$ cat src/rtl/uart_bridge_pkg.sv
// ---------------------------------------------------------------------------
// uart_bridge_pkg
// Shared definitions for the UART byte <-> 32-bit word bridge:
//   - tx_state_t : encoding of the transmit FSM in uart_word_bridge
//   - calc_nbytes: bytes per word for a given word / byte width
//   - width_ok   : legality of a word width / byte width pairing
//   - clog2_min1 : counter width helper that never returns zero
// No ports (package only).
// ---------------------------------------------------------------------------
package uart_bridge_pkg;

    typedef enum logic [1:0] {
        IDLE = 2'd0,
        SEND = 2'd1,
        WAIT = 2'd2,
        DONE = 2'd3
    } tx_state_t;

    function automatic int calc_nbytes(input int nbits, input int dbits);
        return nbits / dbits;
    endfunction

    // A word must be a whole, non-zero number of bytes.
    function automatic bit width_ok(input int nbits, input int dbits);
        return (dbits > 0) && (nbits >= dbits) && ((nbits % dbits) == 0);
    endfunction

    // A one-bit counter is still needed when only a single value is used.
    function automatic int clog2_min1(input int value);
        return (value > 1) ? $clog2(value) : 1;
    endfunction

endpackage

$ cat src/rtl/uart_word_rx.sv
// ---------------------------------------------------------------------------
// uart_word_rx
// Assembles NBITS/DBITS consecutive UART bytes, little-endian, into one word.
// A partial word that sees no new byte for RX_TIMEOUT cycles is discarded
// (RX_TIMEOUT = 0 disables this).
// Ports:
//   clk, rst          : clock, asynchronous active-low reset
//   uart_rx_done      : one-cycle pulse, uart_rx_data holds a new byte
//   uart_rx_data      : received byte
//   word_rx_done      : one-cycle pulse, word_rx_data was just updated
//   word_rx_data      : last complete word, held until the next one
//   rx_timeout        : one-cycle pulse, a partial word was dropped
// ---------------------------------------------------------------------------
module uart_word_rx
    import uart_bridge_pkg::*;
#(
    parameter int NBITS      = 32,
    parameter int DBITS      = 8,
    parameter int RX_TIMEOUT = 100000
) (
    input  logic             clk,
    input  logic             rst,
    input  logic             uart_rx_done,
    input  logic [DBITS-1:0] uart_rx_data,
    output logic             word_rx_done,
    output logic [NBITS-1:0] word_rx_data,
    output logic             rx_timeout
);

    localparam int NBYTES = calc_nbytes(NBITS, DBITS);
    localparam int CW     = clog2_min1(NBYTES);
    localparam int TW     = clog2_min1(RX_TIMEOUT + 1);

    localparam logic [CW-1:0] LAST_BYTE = CW'(NBYTES - 1);
    localparam logic [TW-1:0] TMO_LAST  = TW'((RX_TIMEOUT > 0) ? RX_TIMEOUT - 1 : 0);
    localparam bit            TMO_EN    = (RX_TIMEOUT > 0);

    logic [NBITS-1:0] shift_q;
    logic [NBITS-1:0] assembled;
    logic [CW-1:0]    byte_cnt;
    logic [TW-1:0]    tmo_cnt;

    // The shift register with the incoming byte already dropped into its
    // slot; used both to update the register and to publish a finished word
    // in the same edge as its last byte.
    always_comb begin
        assembled = shift_q;
        assembled[byte_cnt*DBITS +: DBITS] = uart_rx_data;
    end

    // A byte always takes priority over an expiring timeout, so a byte that
    // lands on the expiry cycle still belongs to the current word.
    always_ff @(posedge clk or negedge rst) begin
        if (!rst) begin
            shift_q      <= '0;
            byte_cnt     <= '0;
            tmo_cnt      <= '0;
            word_rx_data <= '0;
            word_rx_done <= 1'b0;
            rx_timeout   <= 1'b0;
        end else begin
            word_rx_done <= 1'b0;
            rx_timeout   <= 1'b0;
            if (uart_rx_done) begin
                shift_q <= assembled;
                tmo_cnt <= '0;
                if (byte_cnt == LAST_BYTE) begin
                    byte_cnt     <= '0;
                    word_rx_data <= assembled;
                    word_rx_done <= 1'b1;
                end else begin
                    byte_cnt <= byte_cnt + CW'(1);
                end
            end else if (TMO_EN && (byte_cnt != '0)) begin
                if (tmo_cnt == TMO_LAST) begin
                    byte_cnt   <= '0;
                    tmo_cnt    <= '0;
                    rx_timeout <= 1'b1;
                end else begin
                    tmo_cnt <= tmo_cnt + TW'(1);
                end
            end else begin
                tmo_cnt <= '0;
            end
        end
    end

endmodule

$ cat src/rtl/uart_word_bridge.sv
// ---------------------------------------------------------------------------
// uart_word_bridge
// Byte-to-word adapter between an 8-bit UART core and a 32-bit word
// interface. The RX path (uart_word_rx) gathers bytes into words; the TX
// FSM below splits a word into bytes and hands them to the UART transmitter
// one per handshake. Both paths run independently.
// Ports:
//   clk, rst        : clock, asynchronous active-low reset
//   uart_rx_done    : one-cycle pulse, new byte on uart_rx_data
//   uart_rx_data    : received byte
//   uart_tx_done    : one-cycle pulse, UART finished the current byte
//   uart_tx_start   : one-cycle pulse, send uart_tx_data
//   uart_tx_data    : byte to transmit (stable while waiting for tx_done)
//   word_rx_done    : one-cycle pulse, word_rx_data valid
//   word_rx_data    : assembled word
//   word_tx_start   : request to send word_tx_data (ignored while busy)
//   word_tx_data    : word to transmit
//   word_tx_done    : one-cycle pulse, all bytes of the word sent
//   tx_busy         : TX FSM not idle
//   rx_timeout      : one-cycle pulse, partial RX word discarded
// ---------------------------------------------------------------------------
module uart_word_bridge
    import uart_bridge_pkg::*;
#(
    parameter int NBITS      = 32,
    parameter int DBITS      = 8,
    parameter int RX_TIMEOUT = 100000
) (
    input  logic             clk,
    input  logic             rst,
    input  logic             uart_rx_done,
    input  logic [DBITS-1:0] uart_rx_data,
    input  logic             uart_tx_done,
    output logic             uart_tx_start,
    output logic [DBITS-1:0] uart_tx_data,
    output logic             word_rx_done,
    output logic [NBITS-1:0] word_rx_data,
    input  logic             word_tx_start,
    input  logic [NBITS-1:0] word_tx_data,
    output logic             word_tx_done,
    output logic             tx_busy,
    output logic             rx_timeout
);

    localparam int NBYTES = calc_nbytes(NBITS, DBITS);
    localparam int IW     = clog2_min1(NBYTES);

    localparam logic [IW-1:0] LAST_IDX = IW'(NBYTES - 1);

    generate
        if (!width_ok(NBITS, DBITS)) begin : g_width_check
            $error("uart_word_bridge: NBITS must be a non-zero multiple of DBITS");
        end
    endgenerate

    uart_word_rx #(
        .NBITS      (NBITS),
        .DBITS      (DBITS),
        .RX_TIMEOUT (RX_TIMEOUT)
    ) u_rx (
        .clk          (clk),
        .rst          (rst),
        .uart_rx_done (uart_rx_done),
        .uart_rx_data (uart_rx_data),
        .word_rx_done (word_rx_done),
        .word_rx_data (word_rx_data),
        .rx_timeout   (rx_timeout)
    );

    tx_state_t        state;
    tx_state_t        state_next;
    logic [NBITS-1:0] word_q;
    logic [IW-1:0]    idx;
    logic             load_word;
    logic             idx_inc;

    // State register plus the latched word and byte index. The word is only
    // loaded from IDLE, so a start request during a transfer cannot disturb
    // the bytes still to be sent.
    always_ff @(posedge clk or negedge rst) begin
        if (!rst) begin
            state  <= IDLE;
            word_q <= '0;
            idx    <= '0;
        end else begin
            state <= state_next;
            if (load_word) begin
                word_q <= word_tx_data;
                idx    <= '0;
            end else if (idx_inc) begin
                idx <= idx + IW'(1);
            end
        end
    end

    // Next-state logic. uart_tx_done is only looked at in WAIT; anywhere
    // else it is ignored.
    always_comb begin
        state_next = state;
        load_word  = 1'b0;
        idx_inc    = 1'b0;
        case (state)
            IDLE: begin
                if (word_tx_start) begin
                    load_word  = 1'b1;
                    state_next = SEND;
                end
            end
            SEND: begin
                state_next = WAIT;
            end
            WAIT: begin
                if (uart_tx_done) begin
                    if (idx == LAST_IDX) begin
                        state_next = DONE;
                    end else begin
                        idx_inc    = 1'b1;
                        state_next = SEND;
                    end
                end
            end
            DONE: begin
                state_next = IDLE;
            end
            default: begin
                state_next = IDLE;
            end
        endcase
    end

    // Outputs decode registered state only. uart_tx_data follows the index
    // register, so it stays put for the whole SEND/WAIT period of a byte.
    assign uart_tx_start = (state == SEND);
    assign word_tx_done  = (state == DONE);
    assign tx_busy       = (state != IDLE);
    assign uart_tx_data  = word_q[idx*DBITS +: DBITS];

endmodule

$ cat config.mk
export PLATFORM = sky130hd
export DESIGN_NAME = uart_word_bridge
export DESIGN_NICKNAME = d
export VERILOG_FILES = /design/src/rtl/uart_bridge_pkg.sv /design/src/rtl/uart_word_rx.sv /design/src/rtl/uart_word_bridge.sv
export SDC_FILE = /design/constraint.sdc
export NUM_CORES = 1
export LEC_CHECK = 0
export ABC_AREA = 0
export CORE_MARGIN = 2
export CORE_UTILIZATION = 30
export DETAILED_ROUTE_END_ITERATION = 10
export DONT_BUFFER_PORTS = 1
export PLACE_DENSITY = 0.45
export SLEW_MARGIN = 10
export SYNTH_ARGS = -nofsm -noshare
export SYNTH_HDL_FRONTEND = slang
export SYNTH_SLANG_ARGS = --single-unit
$ cat constraint.sdc
create_clock -name clk -period 3.7 [get_ports clk]
set_clock_uncertainty 0.15 [all_clocks]
set_input_delay 0.74 -clock clk [delete_from_list [all_inputs] [get_ports clk]]
set_output_delay 0.74 -clock clk [all_outputs]
set_load 0.005 [all_outputs]
==> out/results.txt <==
Status = finished clean
Post-synthesis compound-gate area fraction = 12.2%
Synth Instances = 468
Cell variety after synth = 44
Number of synthesized register bits = 121
Worst EP arrival = 1.80 ns
CP Depth = 1
Antenna violations before repair = 0
Critical path launch point type = flop
CTS tree = yes
Setup tns final = 0 ns
Std cell rows = 49
Detailed-router iteration count before antenna repair = 4
Synth top area cells = dfrtp_1, mux2_2, a21oi_1, a22o_1, nor2_1
Total Wirelength = 12200 um
Share of layout cells above drive strength 1 = 17.5%
Syn_nets = 521
Area leader, netlist = dfrtp_1
Mean routed wirelength per cell = 17.5 um
Initial Utilization = 30.5%
Die Y = 139 um
First-pass GRT wire length = 20100 um
Total GRT Usage = 13.2%
Synth warn = 0
Root Buffer = clkbuf_16
Core box area = 18000 um^2
Worst min path class = input port to async pin
PwrDens = 837 nW/um^2
Reg-to-Reg End = u_rx.shift_q[10]$_DFFE_PN0P_
Critical Path Slowest Stage Cell = dfrtp_1
Vias in the first global route = 3558
Max-Cap Viols = 0
Die W = 139 um
Xor/xnor share of the synthesized area = 2.24%
Worst slew margin = 27.9%
Worst setup path category = flop to primary output
Initial DRC count = 208
Largest family of logic cells by synthesized area = simple AND/OR/NAND/NOR gates
Post-synth EDFFs = 0
Worst VDD drop = 420 uV
Slew @ Worst Pin = 1.08 ns
CP max FO = 11
Antenna cells = 0
Worst Setup End Kind = primary output
P&R area growth vs syn = 13.4%
Syn Area/Cell = 11.7 um^2
Worst r2r path cells = 6
CTS max path bufs = 2
Clk Latency, worst-skew pair = 0.41 ns
Via-per-instance ratio = 5.01
Slew Limit Fails = 0
Cts bufs inserted = 17
Number of setup violations in the final report = 0
R2r startpoint = u_rx.byte_cnt[0]$_DFFE_PN0P_
Fin nets = 510
Worst path max stage delay = 0.76 ns
Critical Path, Cell by Cell = mux4_2
DPL Wire Length = 8120 um
Reg clk slew, reported paths = 0.05 ns
Worst setup path end = uart_tx_data[3]
Port Buffers = 0
Simple-Gate Fraction of Synth Area = 14.2%
DRC Markers = 0
Final std cells w/o fill = 698
GP Congestion = 0.803
Post-synthesis sequential area ratio = 55.3%
Fmax = 372 MHz
Fin. Hold Viols = 0
Final ANT Viol Nets = 0
Worst Path Buf+Inv = 0
Worst Setup SP = idx[0]$_DFFE_PN0P_
Post-synth ARST share = 100%
Mux share of post-synthesis cell area = 10.3%
# H-tree levels = 4
Via count = 3500
RSZ-0062 raised after global routing = no
Critical path's top delay family = flip-flops
Final period utilization = 72.7%
Io pins = 90
Synth Area in Adders = 1.83%
Leak pwr = 2.63 nW
Synth Flop Type = dfrtp_1
Synthesized area = 5480 um^2
Post_cts resized = 0
Pin count of the biggest net entering global routing = 122
Reg2reg setup slack = 1.38 ns
Final Critical Period = 2.69 ns
Die ar. = 19400 um^2
Dpl cells = 666
Grt ovf = 0
CTS sink count = 121
Top cell type's share of synthesized area = 55.3%
Critical Path RT = 2.81 ns
[metal layers]
metal | GRT usage (%) | vias up | wire [um] | share of wire [%]
met5 | 0 | - | 0 | 0
met1 | 17.2 | 1763 | 5570 | 46
li1 | - | 1633 | - | -
met3 | 4.14 | 15 | 682 | 5.6
met4 | 6.75 | 0 | 261 | 2.1
met2 | 19.9 | 89 | 5690 | 47
[worst min-delay path by stage]
| stage | endpoint | from | cells past startpoint |
|---|---|---|---|
| 2_1_floorplan | idx[0]$_DFFE_PN0P_ | rst | 0 |
| 3_5_place_dp | word_q[10]$_DFFE_PN0P_ | rst | 0 |
| 5_1_grt | word_q[10]$_DFFE_PN0P_ | rst | 1 |
| 3_3_place_gp | word_q[2]$_DFFE_PN0P_ | rst | 0 |
| 4_1_cts | word_q[10]$_DFFE_PN0P_ | rst | 1 |
| 6_report | word_q[10]$_DFFE_PN0P_ | rst | 1 |
[cell type report]
class	count	area [um^2]
inverters	7	26.3
clock buffers	25	526
clock inverters	6	85.1
flip-flops and latches	121	3030
multi-input cells	309	2230
well taps	229	287
repair buffers	1	27.5
fillers	1761	11800
[flip-flops by register name, summed over array words and instances, names as in the netlist]
register	count
u_rx.shift_q	32
state	2
word_q	32
idx	2
u_rx.rx_timeout	1
u_rx.word_rx_done	1
u_rx.word_rx_data	32
u_rx.tmo_cnt	17
u_rx.byte_cnt	2
[logic make-up after synthesis]
logic type,count (synthesis)
compound gates,105
xor+xnor,14
mux,42
simple gates,140
buf+inv,38
flops,121
fa+ha+maj,8
[per-stage QoR]
stage	utilization, %	worst slack [ns]	power (mW)	cell area (um^2)	hold WS (ns)
after floorplan	-	1.66	3.26	5480	0.294
after global placement	31.0	1.41	3.50	5570	0.297
after detailed placement	31.0	1.39	3.55	5570	0.298
after CTS	34.6	0.936	5.29	6210	0.162
after global routing	34.6	0.911	5.56	6210	0.176
final	34.6	1.01	5.20	6210	0.115
[cell usage after synthesis (2+ instances only)]
cell and number:
nor4bb_1 2, nand3_1 9, buf_2 14, mux2_2 32, nor2_1 51, buf_1 3
nand4_1 6, and2b_1 9, buf_4 3, and2_1 6, nand2_1 10, mux4_2 8
ha_1 8, clkbuf_1 4, nor4_1 6, nor3_1 3, a21oi_1 65, nor2b_1 25
dfrtp_1 121, xor2_1 4, o31ai_1 2, xnor2_1 10, nor3_2 2, inv_1 6
a22o_1 35, buf_6 6
[report_power, final]
group / leakage (nW) / switching, mW / internal (mW) / total [mW]
Combinational: 0.800 / 0.614 / 0.669 / 1.28
Sequential: 1.53 / 0.384 / 1.86 / 2.24
Clock: 0.297 / 0.564 / 1.11 / 1.67
[timing repair]
| action | in CTS | in global routing |
|---|---|---|
| hold buffers | 1 | 0 |
| setup buffers | 0 | 0 |
| hold endpoints to repair | 121 | 0 |
[placed cells by master, fill, tap and decap left out, types with 2 or more instances in the layout]
master and n:
a22o_1 35, inv_1 6, clkinvlp_4 2, bufinv_16 2, clkbuf_16 17, and2b_1 9
nand4_1 6, nor2b_1 25, nor3_1 3, nand2_1 10, mux2_2 32, ha_1 8
mux4_2 8, clkinv_2 2, o31ai_1 2, nor4_1 6, nor3_2 2, nor4bb_1 2
nor2_1 51, dfrtp_1 121, and2_1 5, xor2_1 4, xnor2_1 10, clkbuf_8 7
nand3_1 9, a21oi_1 65
Power figures use the tool's default switching activity.
